<file path="config.mk">
export PLATFORM = sky130hd
export DESIGN_NAME = pipe_hazard_ctrl
export DESIGN_NICKNAME = d
export VERILOG_FILES = /design/src/rtl/pipe_hazard_ctrl.sv
export SDC_FILE = /design/constraint.sdc
export NUM_CORES = 1
export LEC_CHECK = 0
export ABC_AREA = 1
export BUFFER_PORTS_ARGS = -buffer_cell sky130_fd_sc_hd__buf_2
export CORE_ASPECT_RATIO = 0.8
export CORE_MARGIN = 10
export CORE_UTILIZATION = 45
export DETAILED_ROUTE_END_ITERATION = 16
export GPL_TIMING_DRIVEN = 0
export PLACE_DENSITY = 0.69
export SLEW_MARGIN = 30
export SYNTH_ARGS = -nofsm -noshare
export SYNTH_HDL_FRONTEND = slang
export SYNTH_SLANG_ARGS = --single-unit
</file>
<file path="constraint.sdc">
create_clock -name CLK -period 7.05 [get_ports CLK]
set_input_delay 2.115 -clock CLK [delete_from_list [all_inputs] [get_ports CLK]]
set_output_delay 2.115 -clock CLK [all_outputs]
set_load 0.02 [all_outputs]
</file>
<file path="src/rtl/pipe_hazard_ctrl.sv">
// pipe_hazard_ctrl: stall, flush and halt sequencing for the 5-stage pipeline.
// Drives register enables/clears, EX forwarding selects and statistics.
module pipe_hazard_ctrl #(
    parameter int unsigned DRAIN_CYCLES = 1
) (
    input  logic        CLK,
    input  logic        CLR,
    input  logic [4:0]  ID_Rs,
    input  logic [4:0]  ID_Rt,
    input  logic        ID_UseRs,
    input  logic        ID_UseRt,
    input  logic        ID_Jump,
    input  logic [4:0]  EX_Rs,
    input  logic [4:0]  EX_Rt,
    input  logic [4:0]  EX_WAdr,
    input  logic        EX_RegWrite,
    input  logic        EX_MemToReg,
    input  logic        EX_BranchTaken,
    input  logic [4:0]  MEM_WAdr,
    input  logic        MEM_RegWrite,
    input  logic        MEM_Syscall,
    input  logic        MEM_HaltReq,
    input  logic [4:0]  WB_WAdr,
    input  logic        WB_RegWrite,
    input  logic        Go,
    output logic        PC_En,
    output logic        IF_ID_En,
    output logic        IF_ID_CLR,
    output logic        ID_EX_CLR,
    output logic        EX_MEM_CLR,
    output logic [1:0]  Fwd_A,
    output logic [1:0]  Fwd_B,
    output logic        Resume_PCSel,
    output logic        Halted,
    output logic [31:0] CycleCnt,
    output logic [15:0] StallCnt,
    output logic [15:0] FlushCnt
);

    typedef enum logic [1:0] {
        S_RUN,
        S_DRAIN,
        S_HALTED
    } state_t;

    localparam logic [2:0] DRAIN_INIT = 3'(DRAIN_CYCLES);

    state_t      state;
    state_t      state_nx;
    logic [2:0]  drain_q;
    logic [2:0]  drain_nx;
    logic [31:0] cycle_q;
    logic [15:0] stall_q;
    logic [15:0] flush_q;
    logic        load_use;
    logic        halt_hit;
    logic        do_stall;
    logic        do_flush;

    function automatic logic [1:0] fwd_sel(
        input logic [4:0] src,
        input logic [4:0] mem_wadr,
        input logic       mem_rw,
        input logic [4:0] wb_wadr,
        input logic       wb_rw
    );
        if (mem_rw && mem_wadr != 5'd0 && mem_wadr == src)
            return 2'b01;
        else if (wb_rw && wb_wadr != 5'd0 && wb_wadr == src)
            return 2'b10;
        else
            return 2'b00;
    endfunction

    // Hazard detection: a load in EX feeding a register read in ID
    always_comb begin
        load_use = EX_MemToReg && EX_RegWrite && (EX_WAdr != 5'd0) &&
                   ((ID_UseRs && ID_Rs == EX_WAdr) ||
                    (ID_UseRt && ID_Rt == EX_WAdr));
        halt_hit = (state == S_RUN) && MEM_Syscall && MEM_HaltReq;
    end

    // Pipeline control, forwarding and next-state selection
    always_comb begin
        PC_En        = 1'b0;
        IF_ID_En     = 1'b0;
        IF_ID_CLR    = 1'b1;
        ID_EX_CLR    = 1'b1;
        EX_MEM_CLR   = 1'b1;
        Fwd_A        = 2'b00;
        Fwd_B        = 2'b00;
        Resume_PCSel = 1'b0;
        Halted       = 1'b0;
        state_nx     = state;
        drain_nx     = drain_q;
        do_stall     = 1'b0;
        do_flush     = 1'b0;
        if (!CLR) begin
            Fwd_A = fwd_sel(EX_Rs, MEM_WAdr, MEM_RegWrite,
                            WB_WAdr, WB_RegWrite);
            Fwd_B = fwd_sel(EX_Rt, MEM_WAdr, MEM_RegWrite,
                            WB_WAdr, WB_RegWrite);
            unique case (state)
                S_RUN: begin
                    IF_ID_CLR  = 1'b0;
                    ID_EX_CLR  = 1'b0;
                    EX_MEM_CLR = 1'b0;
                    if (halt_hit) begin
                        IF_ID_CLR  = 1'b1;
                        ID_EX_CLR  = 1'b1;
                        EX_MEM_CLR = 1'b1;
                        state_nx   = S_DRAIN;
                        drain_nx   = DRAIN_INIT;
                    end else if (EX_BranchTaken) begin
                        PC_En     = 1'b1;
                        IF_ID_En  = 1'b1;
                        IF_ID_CLR = 1'b1;
                        ID_EX_CLR = 1'b1;
                        do_flush  = 1'b1;
                    end else if (load_use) begin
                        ID_EX_CLR = 1'b1;
                        do_stall  = 1'b1;
                    end else if (ID_Jump) begin
                        PC_En     = 1'b1;
                        IF_ID_En  = 1'b1;
                        IF_ID_CLR = 1'b1;
                    end else begin
                        PC_En    = 1'b1;
                        IF_ID_En = 1'b1;
                    end
                end
                S_DRAIN: begin
                    if (drain_q <= 3'd1) begin
                        state_nx = S_HALTED;
                        drain_nx = 3'd0;
                    end else begin
                        drain_nx = drain_q - 3'd1;
                    end
                end
                S_HALTED: begin
                    Halted = 1'b1;
                    if (Go) begin
                        Resume_PCSel = 1'b1;
                        PC_En        = 1'b1;
                        state_nx     = S_RUN;
                    end
                end
                default: state_nx = S_RUN;
            endcase
        end
    end

    // State, drain counter and statistics registers
    always_ff @(posedge CLK or posedge CLR) begin
        if (CLR) begin
            state   <= S_RUN;
            drain_q <= 3'd0;
            cycle_q <= 32'd0;
            stall_q <= 16'd0;
            flush_q <= 16'd0;
        end else begin
            state   <= state_nx;
            drain_q <= drain_nx;
            if (state != S_HALTED)
                cycle_q <= cycle_q + 32'd1;
            if (do_stall && stall_q != 16'hFFFF)
                stall_q <= stall_q + 16'd1;
            if (do_flush && flush_q != 16'hFFFF)
                flush_q <= flush_q + 16'd1;
        end
    end

    assign CycleCnt = cycle_q;
    assign StallCnt = stall_q;
    assign FlushCnt = flush_q;

endmodule

</file>
[Yosys cells after proc, flatten, opt, wreduce, memory -nomap -nowiden]
Index checks and enable logic that the tools add are counted.
Storage, ports and cells
  register bits after elaboration: 69
  bits of input ports: 48
  output and inout port bits: 75
Operators by class
  add/subtract/negate cells: 4
  order comparisons: 1
  equality and inequality tests: 14
  mux-type cells: 47
  bitwise operators: 1
  reduce and logical (&&, ||, !) cells: 23
Operators with widths (number)
  1-bit two-way mux: 33
  16-bit by 1-bit adder with 16-bit output (second input constant): 2
  32-bit by 1-bit adder with 32-bit output (second input constant): 1
  16-bit != test (second input constant): 2
  5-bit == test: 6
  2-bit two-way mux: 9
  1-bit logical AND: 15
  5-bit nonzero test: 3
  2-bit != test (second input constant): 4
  3-bit two-way mux: 2
  2-bit one-hot mux with 3 select lines: 1
  3-bit one-hot mux with 2 select lines: 1
  4-bit AND reduction: 1
  3-bit by 1-bit less-or-equal comparator with 1-bit output (second input constant): 1
  3-bit AND reduction: 1
  3-bit by 1-bit subtractor with 3-bit output (second input constant): 1
  2-bit by 1-bit == test with 1-bit output (second input constant): 1
  2-bit == test (second input constant): 1
  2-bit logical NOT: 1
  1-bit one-hot mux with 2 select lines: 1
  2-bit nonzero test: 1
  1-bit logical OR: 1
  1-bit NOT: 1

[Depth between registers and ports, before layout]
Gate-level depths: netlist (run 1).
  depth after elaboration: 10
  depth in mapped cells: 12
  gate-level depth less buffers: 12

[Worst setup path before layout (run 1)]
Ideal clock, no wire load.
  path kind: input to output
  start point: input CLR
  end point: output Fwd_B[1]
  arrival time: 4626 ps
  data required time: 4935 ps
  path slack: 309 ps
  stages on the path: 5
  buffers on the path: 0
  path through: inv_1 o21ai_0 a21oi_1 nand2_1 nor3_1
Between the ends
  longest elaborated chain between the ends: 1
Ends and longest elaborated chain
  start: declaration: RTL line 7  | input logic CLR,
  2-bit two-way mux: RTL line 98  | if (!CLR) begin
  end: declaration: RTL line 32  | output logic [1:0] Fwd_B,
Every way passes these cells.

[Worst setup path after layout (run 1)]
  start point: input MEM_WAdr[3]
  end point: output Fwd_B[0]
Between the ends
  longest elaborated chain between the ends: 5
Ends and longest elaborated chain
  start: declaration: RTL line 19  | input logic [4:0] MEM_WAdr,
  5-bit nonzero test: RTL line 67  | if (mem_rw && mem_wadr != 5'd0 && mem_wadr == src)
  1-bit logical AND: RTL line 67
  1-bit logical AND *: RTL line 67
  2-bit two-way mux *: RTL line 67
  2-bit two-way mux *: RTL line 98
Mark *: on every way between the ends. The rest lies on a longest branch, timed or not.

==> impl_metrics.csv, run 1 <==
group,metric,value,unit
timing,setup_tns,0,ns
logic_synthesis,netlist_instances,523,
global_routing,grt_antenna_before_repair,0,
finish,nets,710,
global_routing,grt_max_degree,43,
floorplan,core_area,9110,µm²
clock_network,clk_pin_slew_worst_paths,0.06,ns
clock_network,clock_latency,0.33,ns
clock_network,ctsHoldBuffers,0,
logic_synthesis,yosysWarnings,0,
power_and_ir_drop,leakagePower,2.96,nW
route,routed_wl,10.7,mm
floorplan,die_width,128,µm
finish,fin_cells,777,
power_and_ir_drop,ir_worst_vdd,140,µV
route,drt_iter0_markers,218,
timing,clock.fmax,0.183,GHz
status,status,"finished clean",
logic_synthesis,netlist_area,4220,µm²
route,drc,0,
global_routing,grt_pass1_wl,18.0,mm
run,max_cap_violations,0,
timing,min_period,5.46,ns
logic_synthesis,seq_area_frac_synth,40.9,%
setup_path,worstPathRequired,4.93,ns
placement,post-dp-hpwl,8.56,mm
clock_network,htree_levels,3,
timing,slew_viol_final,0,
setup_path,criticalPathCategory,"in2out",
timing,skew,0.0108,ns
floorplan,die_area,13700,µm²
clock_network,cts.repair.resized,0,
finish,nFillCells,840,
timing,finalHoldViolCount,0,
global_routing,first_global_vias,3783,
route,num_vias,3804,
route,drtAntennaViolNets,0,
power_and_ir_drop,power_density,241,nW/µm²
clock_network,clock-sinks,69,
hold_path,hp-class,"reg2reg",
route,post_drt_wl_per_cell,13.8,µm
logic_synthesis,synth_seq_cells,69,
timing,hold_ws,0.497,ns
clock_network,cts_setup_buffers,0,
logic_synthesis,ys_types,32,
global_routing,grt_overflow,0,
timing,slew_headroom,68.8,%
finish,drive_gt1_share,27.0,%
timing,period_share,77.4,%
floorplan,start_util,46.3,%
global_routing,grtUsageTotal,15.7,%
finish,area_growth,25.7,%
timing,rsz0062_at_grt,"false",
clock_network,cts_buffers,9,
clock_network,cts_root_buffer,"clkbuf_16",
finish,multi_input_area,2190,µm²
floorplan,ioPinCount,123,
timing,setup_viol,0,
logic_synthesis,synth.avg_cell_area,8.07,µm²
finish,regArea,1730,µm²
route,dr.pass1.iters,4,
finish,layout_commonest_cell,"nand2_1",
finish,final_cell_mix,"nand2_1, buf_2, inv_1",
setup_path,cp.arrival,3.34,ns
placement,io_buffers,122,
setup_path,worstSetupStartpointType,"primary input",
floorplan,die_h,107,µm
placement,placed_cells,761,
route,viasPerCell,4.90,
clock_network,cts_max_path_buffers,2,
placement,routabilityCongestion,0.855,
timing,worstMarginPinSlew,0.465,ns
setup_path,endpoint_kind,"output port",
floorplan,rows,31,
clock_network,cts_tree,"done",
logic_synthesis,synth_fp_nets,576,
finish,antennaDiodeCount,0,
setup_path,crit_fanout,3,
## cell type report
class | count | area share (%)
multi-input combinational | 374 | 41.3
sequential | 69 | 32.5
tap | 115 | 2.71
clock buffer | 10 | 4.50
inverter | 79 | 5.68
buffer | 1 | 0.0943
clock inverter | 6 | 1.30
timing repair buffer | 123 | 11.9
## sequential cells by signal (all words and copies together), names as in the netlist
register / count
CycleCnt: 32
FlushCnt: 16
StallCnt: 16
drain_q: 3
state: 2
## cells in the mapped netlist
cell | count | area (µm²)
nand4_1 | 25 | 156
nand3_1 | 27 | 135
nor4_2 | 2 | 25.0
nor2_8 | 2 | 40.0
nand3_4 | 1 | 17.5
inv_4 | 1 | 6.26
ha_1 | 5 | 62.6
nor3_1 | 17 | 85.1
dfrtp_1 | 69 | 1730
nand3b_1 | 2 | 15.0
inv_2 | 1 | 3.75
a221oi_1 | 1 | 8.76
nand3_2 | 3 | 30.0
xor2_1 | 39 | 342
inv_1 | 77 | 289
nand2_2 | 8 | 50.1
o22ai_1 | 2 | 12.5
nand2_1 | 128 | 480
nor4_1 | 5 | 31.3
a21oi_2 | 1 | 8.76
o211ai_1 | 1 | 7.51
nor3b_1 | 1 | 7.51
or2_2 | 4 | 25.0
o21ai_0 | 6 | 30.0
nor2_2 | 3 | 18.8
nand2_4 | 2 | 22.5
nor3_4 | 1 | 16.3
xnor2_1 | 32 | 280
buf_2 | 1 | 5.00
nor2_4 | 9 | 101
a21oi_1 | 3 | 15.0
nor2_1 | 44 | 165
## path summary, 6_finish.rpt
check,from,to,slack (ns),depth (start not counted)
min,StallCnt[3]$_DFFE_PP0P_,StallCnt[3]$_DFFE_PP0P_,0.50,1
min in group asynchronous,CLR,drain_q[0]$_DFFE_PP0P_,1.88,2
max in group asynchronous,CLR,CycleCnt[1]$_DFFE_PP0N_,4.60,3
max reg2reg,FlushCnt[0]$_DFFE_PP0P_,FlushCnt[8]$_DFFE_PP0P_,5.25,9
min reg2reg,StallCnt[3]$_DFFE_PP0P_,StallCnt[3]$_DFFE_PP0P_,0.50,1
max,MEM_WAdr[3],Fwd_B[0],1.59,7
## routing by layer
layer / share of wire (%) / track usage, % / vias up
li1: - / - / 1921
met1: 46 / 20.4 / 1774
met2: 45 / 24.1 / 101
met3: 7.6 / 5.61 / 8
met4: 1.0 / 4.09 / 0
met5: 0 / 0 / -
## metrics by stage
stage	area [µm²]	util [%]	total power [mW]	setup slack, ns
5_1_grt	5310	58.2	1.35	1.38
3_5_place_dp	5000	54.8	0.824	1.56
4_1_cts	5310	58.2	1.29	1.55
2_1_floorplan	4220	-	0.708	0.309
6_report	5310	58.2	1.28	1.59
3_3_place_gp	4970	54.6	0.813	-0.473
## kinds of logic after synthesis
family | after synthesis | synth area share, %
flip-flops | 69 | 40.9
buffers and inverters | 80 | 7.20
AO/OA/AOI/OAI | 14 | 1.96
adder cells (fa/ha/maj) | 5 | 1.48
XOR/XNOR | 71 | 14.7
AND/OR/NAND/NOR | 284 | 33.7
## where the power goes
part / leakage (nW) / total (mW) / switching [mW] / internal, mW
Clock: 0.149 / 0.467 / 0.181 / 0.286
Combinational: 1.90 / 0.325 / 0.211 / 0.114
Sequential: 0.914 / 0.488 / 0.0510 / 0.437
Total: 2.96 / 1.28 / 0.443 / 0.837
## worst max-delay path, stage by stage
cell,delay [ns]
buf_2,0.12
xor2_1,0.15
or2_2,0.30
nor4_1,0.29
inv_1,0.09
nor2_1,0.10
buf_2,0.17
No activity file was read; power rests on OpenSTA's default activity.
==> run 2: changes to the inputs <==
ABC_AREA = 0   (was 1)
PLACE_DENSITY = 0.74   (was 0.69)
clock period = 4.7 ns   (was 7.05 ns; I/O delays follow)
==> impl_metrics.csv, run 2 <==
group,metric,value,unit
finish,utilization,59.9,%
floorplan,start_util,45.8,%
finish,antennaDiodeCount,0,
logic_synthesis,yosysTopAreaCell,"dfrtp_1",
timing,period_share,96.1,%
setup_path,max_stage_delay,0.35,ns
placement,post-place-ws,0.0416,ns
setup_path,worstPathRequired,3.29,ns
route,drt_iter0_markers,182,
power_and_ir_drop,total_power,1.69,mW
floorplan,die_h,100,µm
placement,placed_cells,579,
logic_synthesis,muxShareOfSynthArea,1.84,%
finish,nets,538,
logic_synthesis,synth_area_leaders,"dfrtp_1, xnor2_1, xor2_1",
global_routing,grt_max_degree,22,
timing,slew_headroom,54.6,%
finish,final_area,4720,µm²
route,routed_wl,8.94,mm
logic_synthesis,synthAdderAreaFrac,1.73,%
clock_network,clock-sinks,69,
floorplan,die_width,120,µm
placement,placed_cell_area,4480,µm²
route,post_drt_wl_per_cell,14.9,µm
timing,slew_viol_final,0,
timing,skew,0.00765,ns
timing,clock.fmax,0.221,GHz
global_routing,grt_pass1_wl,15.0,mm
floorplan,ioPinCount,123,
timing,worstMarginPinSlew,0.676,ns
setup_path,cp.arrival,3.10,ns
setup_path,critPathLaunch,"EX_WAdr[4]",
global_routing,first_global_vias,3214,
logic_synthesis,synth_edf_count,0,
clock_network,clk_pin_slew_worst_paths,0.08,ns
setup_path,criticalPathCategory,"in2out",
logic_synthesis,seq_area_frac_synth,47.9,%
logic_synthesis,synthFlopType,"dfrtp_1",
finish,drive_gt1_share,33.3,%
setup_path,crit_buf_inv,2,
floorplan,core_area,7870,µm²
global_routing,grt_antenna_before_repair,0,
logic_synthesis,netlist_instances,347,
logic_synthesis,netlist_area,3610,µm²
timing,setup_viol,0,
clock_network,cts_buffers,9,
clock_network,ctsHoldBuffers,0,
setup_path,worstSetupStartpointType,"primary input",
clock_network,cts_tree,"done",
global_routing,grtUsageTotal,15.0,%
setup_path,r2r-start,"state[0]$_DFFE_PP0P_",
finish,area_growth,30.8,%
logic_synthesis,synth_commonest_cells,"dfrtp_1, xnor2_1, nand2_1",
timing,fin_ws,0.185,ns
logic_synthesis,yosysTopAreaCellShare,47.9,%
logic_synthesis,synth_compound_area_share,3.43,%
placement,routabilityCongestion,0.809,
power_and_ir_drop,ir_worst_vdd,144,µV
logic_synthesis,synthSimpleGateAreaFrac,22.4,%
setup_path,endpoint_kind,"output port",
logic_synthesis,yosysMostFrequentCell,"dfrtp_1",
power_and_ir_drop,power_density,358,nW/µm²
hold_path,hp-class,"reg2reg",
hold_path,hold_start,"CycleCnt[31]$_DFFE_PP0N_",
clock_network,cts_root_buffer,"clkbuf_8",
floorplan,rows,29,
timing,min_period,4.51,ns
timing,rsz0062_at_grt,"false",
clock_network,clock_latency,0.34,ns
status,status,"finished clean",
finish,fin_cells,598,
finish,layout_commonest_cell,"buf_2",
placement,io_buffers,121,
logic_synthesis,synth_xor_area_share,21.6,%
power_and_ir_drop,leakagePower,2.30,nW
logic_synthesis,synth_fp_nets,400,
logic_synthesis,yosysWarnings,0,
placement,post-dp-hpwl,7.29,mm
finish,largest_reg_flops,32,
setup_path,crit_fanout,3,
clock_network,htree_levels,3,
setup_path,cpMaxStageDelayCell,"or2_2",
route,dr.pass1.iters,4,
logic_synthesis,synth_seq_cells,69,
logic_synthesis,synth.avg_cell_area,10.4,µm²
run,max_cap_violations,0,
timing,finalHoldViolCount,0,
route,viasPerCell,5.10,
finish,final_cell_mix,"buf_2, dfrtp_1, xnor2_1",
floorplan,die_area,12000,µm²
route,num_vias,3049,
clock_network,cts_max_path_buffers,2,
global_routing,grt_overflow,0,
route,drtAntennaViolNets,0,
logic_synthesis,ys_types,39,
logic_synthesis,async_reset_ff_share,100,%
route,drc,0,
logic_synthesis,synth_top_family_by_area,"simple AND/OR/NAND/NOR gates",
setup_path,path_cells,"buf_2 -> xor2_1 -> nor4_2 -> a32oi_2 -> or2_2 -> o21a_1 -> or2_2 -> buf_2",
setup_path,path_delay_family,"simple AND/OR/NAND/NOR gates",
[run 2: what timing repair did]
action / CTS / global route
endpoints found under the setup margin: 0 / 1
buffers inserted: 0 / 3
gates resized for setup: 0 / 2
[run 2: layout make-up]
type | count | area, µm²
sequential | 69 | 1730
clock buffer | 10 | 138
tap | 108 | 135
multi-input combinational | 267 | 1870
buffer | 3 | 33.8
timing repair buffer | 127 | 711
inverter | 8 | 33.8
clock inverter | 6 | 70.1
fill | 714 | 3150
[run 2: cells by family after synthesis]
group / Yosys count
adder cells (fa/ha/maj): 5
buffers and inverters: 11
multiplexers: 6
XOR/XNOR: 89
flip-flops: 69
AND/OR/NAND/NOR: 149
AO/OA/AOI/OAI: 18
[run 2: per-layer routing]
metal	track usage, %	wire (µm)	up-vias
met4	3.61	96	0
met3	7.18	787	12
met1	18.2	4000	1439
met2	23.5	4050	106
met5	0	0	-
li1	-	-	1492
[run 2: per-stage QoR]
stage | TNS (ns) | hold slack [ns]
after floorplan | -0.0669 | 0.471
after global placement | -0.960 | 0.451
after detailed placement | 0 | 0.455
after CTS | 0 | 0.467
after global routing | 0 | 0.482
final | 0 | 0.463
[run 2: path summary, 6_finish.rpt]
kind,endpoint,slack (ns),cells after the start
max in group asynchronous,CycleCnt[5]$_DFFE_PP0N_,2.98,4
max,PC_En,0.19,8
min reg2reg,CycleCnt[31]$_DFFE_PP0N_,0.46,1
max reg2reg,StallCnt[1]$_DFFE_PP0P_,2.35,5
min in group asynchronous,state[1]$_DFFE_PP0P_,1.12,2
min,CycleCnt[31]$_DFFE_PP0N_,0.46,1
[run 2: power by group]
part | switching, mW | leakage (nW) | total, mW | internal [mW]
Combinational | 0.259 | 1.26 | 0.447 | 0.187
Clock | 0.232 | 0.0955 | 0.495 | 0.263
Sequential | 0.0882 | 0.938 | 0.750 | 0.662
